**src/rtl/rptr_empty_lvl.sv**
```systemverilog
`default_nettype none
// ============================================================================
// Module      : rptr_empty_lvl
// Description : Read-domain pointer and flag logic for an async FIFO.
//               Produces the RAM read address and the gray read pointer.
//               Also produces a registered fill level, a programmable
//               almost-empty flag and a sticky underflow flag.
// Revision    : 1.0 - initial release
// ============================================================================
module rptr_empty_lvl #(
  parameter int ADDRSIZE = 4
) (
  input  logic                rclk_i,
  input  logic                rrst_ni,
  input  logic [ADDRSIZE:0]   rq2_wptr_i,
  input  logic                rinc_i,
  input  logic [ADDRSIZE:0]   r_ae_thresh_i,
  input  logic                r_underflow_clr_i,
  output logic [ADDRSIZE-1:0] raddr_o,
  output logic [ADDRSIZE:0]   rptr_o,
  output logic                rempty_o,
  output logic                r_almost_empty_o,
  output logic [ADDRSIZE:0]   rlevel_o,
  output logic                r_underflow_o
);

  localparam int PW = ADDRSIZE + 1;

  logic [PW-1:0] rbin;
  logic [PW-1:0] rbinnext;
  logic [PW-1:0] rgraynext;
  logic [PW-1:0] wbin;
  logic [PW-1:0] level_next;
  logic          rd_ok;

  // A pop only takes effect when the FIFO is not already flagged empty.
  assign rd_ok     = rinc_i & ~rempty_o;
  assign rbinnext  = rbin + {{ADDRSIZE{1'b0}}, rd_ok};
  assign rgraynext = (rbinnext >> 1) ^ rbinnext;

  // Gray to binary for the synchronised write pointer: each bit is the XOR
  // of itself and every more-significant gray bit.
  generate
    for (genvar i = 0; i < PW; i++) begin : g_gray2bin
      assign wbin[i] = ^rq2_wptr_i[PW-1:i];
    end
  endgenerate

  // Modular subtraction makes pointer wrap transparent.
  assign level_next = wbin - rbinnext;

  // The RAM address comes straight from the binary pointer register.
  assign raddr_o = rbin[ADDRSIZE-1:0];

  // Pointer, level and flag registers; everything updates on each edge.
  always_ff @(posedge rclk_i or negedge rrst_ni) begin
    if (!rrst_ni) begin
      rbin             <= '0;
      rptr_o           <= '0;
      rempty_o         <= 1'b1;
      r_almost_empty_o <= 1'b1;
      rlevel_o         <= '0;
    end else begin
      rbin             <= rbinnext;
      rptr_o           <= rgraynext;
      rempty_o         <= (rgraynext == rq2_wptr_i);
      r_almost_empty_o <= (level_next <= r_ae_thresh_i);
      rlevel_o         <= level_next;
    end
  end

  // Sticky underflow: a read attempted while empty sets it; set beats clear.
  always_ff @(posedge rclk_i or negedge rrst_ni) begin
    if (!rrst_ni) begin
      r_underflow_o <= 1'b0;
    end else if (rinc_i && rempty_o) begin
      r_underflow_o <= 1'b1;
    end else if (r_underflow_clr_i) begin
      r_underflow_o <= 1'b0;
    end
  end

endmodule
`default_nettype wire

```
**config.mk**
```make
export PLATFORM = sky130hd
export DESIGN_NAME = rptr_empty_lvl
export DESIGN_NICKNAME = d
export VERILOG_FILES = /design/src/rtl/rptr_empty_lvl.sv
export SDC_FILE = /design/constraint.sdc
export NUM_CORES = 1
export LEC_CHECK = 0
export BUFFER_PORTS_ARGS = -buffer_cell sky130_fd_sc_hd__clkbuf_2
export CAP_MARGIN = 20
export CORE_ASPECT_RATIO = 0.9
export CORE_MARGIN = 2
export CORE_UTILIZATION = 53
export CTS_BUF_LIST = sky130_fd_sc_hd__clkbuf_8 sky130_fd_sc_hd__clkbuf_16
export CTS_CLUSTER_SIZE = 25
export DETAILED_ROUTE_END_ITERATION = 6
export GPL_TIMING_DRIVEN = 0
export PLACE_DENSITY = 0.86
export SYNTH_ARGS = -nofsm -noshare
export SYNTH_HDL_FRONTEND = slang
export SYNTH_SLANG_ARGS = --single-unit
```
**constraint.sdc**
```tcl
create_clock -name rclk_i -period 4.8 [get_ports rclk_i]
set_input_delay 0.96 -clock rclk_i [delete_from_list [all_inputs] [get_ports rclk_i]]
set_output_delay 0.96 -clock rclk_i [all_outputs]
set_load 0.01 [all_outputs]
```
==> summary.md <==
| Metric | Value |
|---|---|
| Status | `complete, no violations` |
| Overall routing resource usage | `18.4%` |
| Worst Setup Start Kind | `input pin` |
| Critical path type | `in -> reg` |
| Hold-fix buffers at CTS | `0` |
| Maxcap violations | `0` |
| CP required | `4.97 ns` |
| R2R cell count | `12` |
| Pleak | `0.629 nW` |
| Vert. Die Dim | `44.3 um` |
| Crit end category | `register` |
| Synth area leader | `dfrtp_1` |
| Vias after detailed routing | `681` |
| Cell Area, Synth | `956 um^2` |
| Initial Util | `56.8%` |
| Worst-path fanout max | `3` |
| Sink Count | `17` |
| Delay-heaviest family, CP | `adder cells` |
| CP Cell Sequence | `clkbuf_2 -> xor2_1 -> xnor2_1 -> xor2_1 -> xor2_1 -> ha_1 -> fa_1 -> inv_1 -> ha_1 -> nor2b_1 -> o21a_1 -> o21a_1 -> o21a_1 -> o21ai_0` |
| Largest net degree at the start of global routing | `18` |
| TritonCTS buffer count | `3` |
| Global-route wire length before repair | `2860 um` |
| Worst VDD drop | `0.518 mV` |
| Remaining global-route overflow | `0` |
| Stages on worst setup path | `14` |
| CTS tree | `done` |
| GP Congestion | `0.790` |
| Final setup vio count | `0` |
| Die Span X | `48.8 um` |
| M3 GR Usage | `4.05%` |
| CP max stage cell | `fa_1` |
| Critical Path AT | `3.88 ns` |
| Seq/Total Area, Yosys | `44.8%` |
| Final wirelength | `1800 um` |
| RSZ-0062 raised after global routing | `no` |
| Seq cells post-synth | `17` |
| Final slew viol count | `0` |
| Post-synth net total | `110` |
| Top post-synthesis cells by area | `dfrtp_1 39%, ha_1 13%, xor2_1 10%` |
| Async set-reset flop share out of synthesis | `100%` |
| Remaining DRCs | `0` |
| First-pass DRT Iterations | `4` |
| Ratio of cells with drive above 1 in the final layout | `31.9%` |
| Synthesis-to-finish area growth | `23.6%` |
| DRT iter0 DRCs | `21` |
| Slowest stage delay, CP | `0.49 ns` |
| Clk Tree Root Cell | `clkbuf_8` |
| H-tree levels | `1` |
| Setup ws final | `1.08 ns` |
| Worst path bufs/invs | `2` |
| Latest clock arrival within the worst-skew pair | `0.25 ns` |
| Post-synth EDFFs | `0` |
| Synth top area share | `39.3%` |
| Core ar. | `0.00168 mm^2` |
| Final Hold Vio Count | `0` |
| I/O pins | `31` |
| Fin Setup TNS | `0 ns` |
| Clock tree buffer depth | `2` |
| WHS Path Cells | `2` |
| Rows | `14` |
| Clock-pin slew on the worst setup and hold paths | `0.07 ns` |
| Post-DP HPWL | `1470 um` |
| Post-CTS Setup Bufs | `0` |
| Setup slack at placement | `0.851 ns` |
| Pwr/cell area | `850 mW/mm^2` |
| Routed WL per cell | `12.6 um` |
| Netlist cell types | `20` |
| Final nets | `145` |
| Hold Path Class | `reg -> reg` |
| Top cells by count, synth | `15 x dfrtp_1, 15 x inv_1, 11 x xor2_1, 10 x ha_1, 9 x xnor2_1` |
| Synth warn | `0` |
| PortBufs | `30` |
| Clock Skew | `0.00486 ns` |
| DRT antenna net count | `0` |
| Cells after Synth | `85` |
| Power consumption | `0.00100 W` |
| Met1 Usage GRT | `20.9%` |
| CTS resizes | `0` |
| Antenna diode count | `0` |
| Top Usage Layer GRT | `met2` |
| Crit path time final | `3.72 ns` |
| Vias in the first global route | `689` |
| Synth Flop Type | `dfrtp_1` |
| Worst-Margin Slew | `0.516 ns` |
| Vias per Instance | `4.76` |
| Avg Cell Area, Syn | `11.2 um^2` |
| Met2 usage | `32.9%` |
| Tcrit/Tclk final | `77.4%` |
| Initial antenna violation count | `0` |
| Achievable Freq | `0.269 GHz` |
| Die Footprint | `0.00216 mm^2` |
| Worst rel slew slack | `65.4%` |
## layout by cell type, fill, tap and decap left out, drive strengths merged, types with 3 or more instances in the layout
master	Yosys	layout
clkbuf	0	33
inv	15	16
dfrtp	15	15
xor2	12	12
ha	10	10
xnor2	9	9
nand3	4	4
o21a	3	3
## routing by layer
metal  vias to the layer above  routed length [um]
met5                         -                   0
met4                         0                  48
met3                         5                  87
met2                        23                 933
met1                       314                 728
li1                        339                   -
## metrics by stage
step	hold slack, ns	utilization, %	instances	instance area (um^2)
final	0.522	70.2	143	1180
after global routing	0.546	70.2	143	1180
after CTS	0.528	70.2	143	1180
after detailed placement	0.516	67.6	139	1140
after global placement	0.517	67.6	139	1140
after floorplan	0.526	-	85	956
## path summary, 6_finish.rpt
check | to | start | slack [ns]
max | r_almost_empty_o | rq2_wptr_i[3] | 1.08
max reg2reg | r_almost_empty_o | rempty_o | 1.78
min in group asynchronous | rptr_o[1] | rrst_ni | 0.63
max in group asynchronous | r_almost_empty_o | rrst_ni | 3.84
min | r_underflow_o | r_underflow_o | 0.52
min reg2reg | r_underflow_o | r_underflow_o | 0.52
## cells by family (layout without fill, tap and decap cells)
group	count (synthesis)	count (layout)	synth area share (%)
XOR/XNOR	21	21	20.0
AND/OR/NAND/NOR	11	11	6.54
flip-flops	17	17	44.8
buffers and inverters	15	49	5.89
adder cells (fa/ha/maj)	11	11	15.2
AO/OA/AOI/OAI	10	10	7.59
## power by group
group	switching (W)	total, W	internal [W]	leakage [nW]
Sequential	0.0000403	0.000269	0.000229	0.199
Combinational	0.000346	0.000631	0.000285	0.403
Clock	0.0000474	0.000104	0.0000568	0.0269
Total	0.000434	0.00100	0.000570	0.629
## sequential cells by signal (all words and copies together), names as in the netlist
name / flops
rptr_o: 4
rlevel_o: 5
rbin: 5
r_almost_empty_o: 1
rempty_o: 1
r_underflow_o: 1
## cell type report
| type | count | area, um^2 |
|---|---|---|
| flip-flops and latches | 17 | 428 |
| multi-input cells | 53 | 472 |
| clock buffers | 3 | 41.3 |
| clock inverters | 1 | 3.75 |
| fillers | 134 | 500 |
| inverters | 15 | 56.3 |
| repair buffers | 30 | 150 |
| well taps | 24 | 30.0 |
## worst register-to-register path, stage by stage (launching register included)
cell and delay, ns:
dfstp_2 0.55, and3b_2 0.24, ha_1 0.23, xor2_2 0.29, inv_1 0.09, ha_1 0.34
a21o_1 0.18, a21oi_1 0.18, xor2_1 0.22, ha_1 0.28, and3_1 0.17, nand3_1 0.07
o21ai_0 0.10
Note: power is estimated with default switching activity, not from simulation.
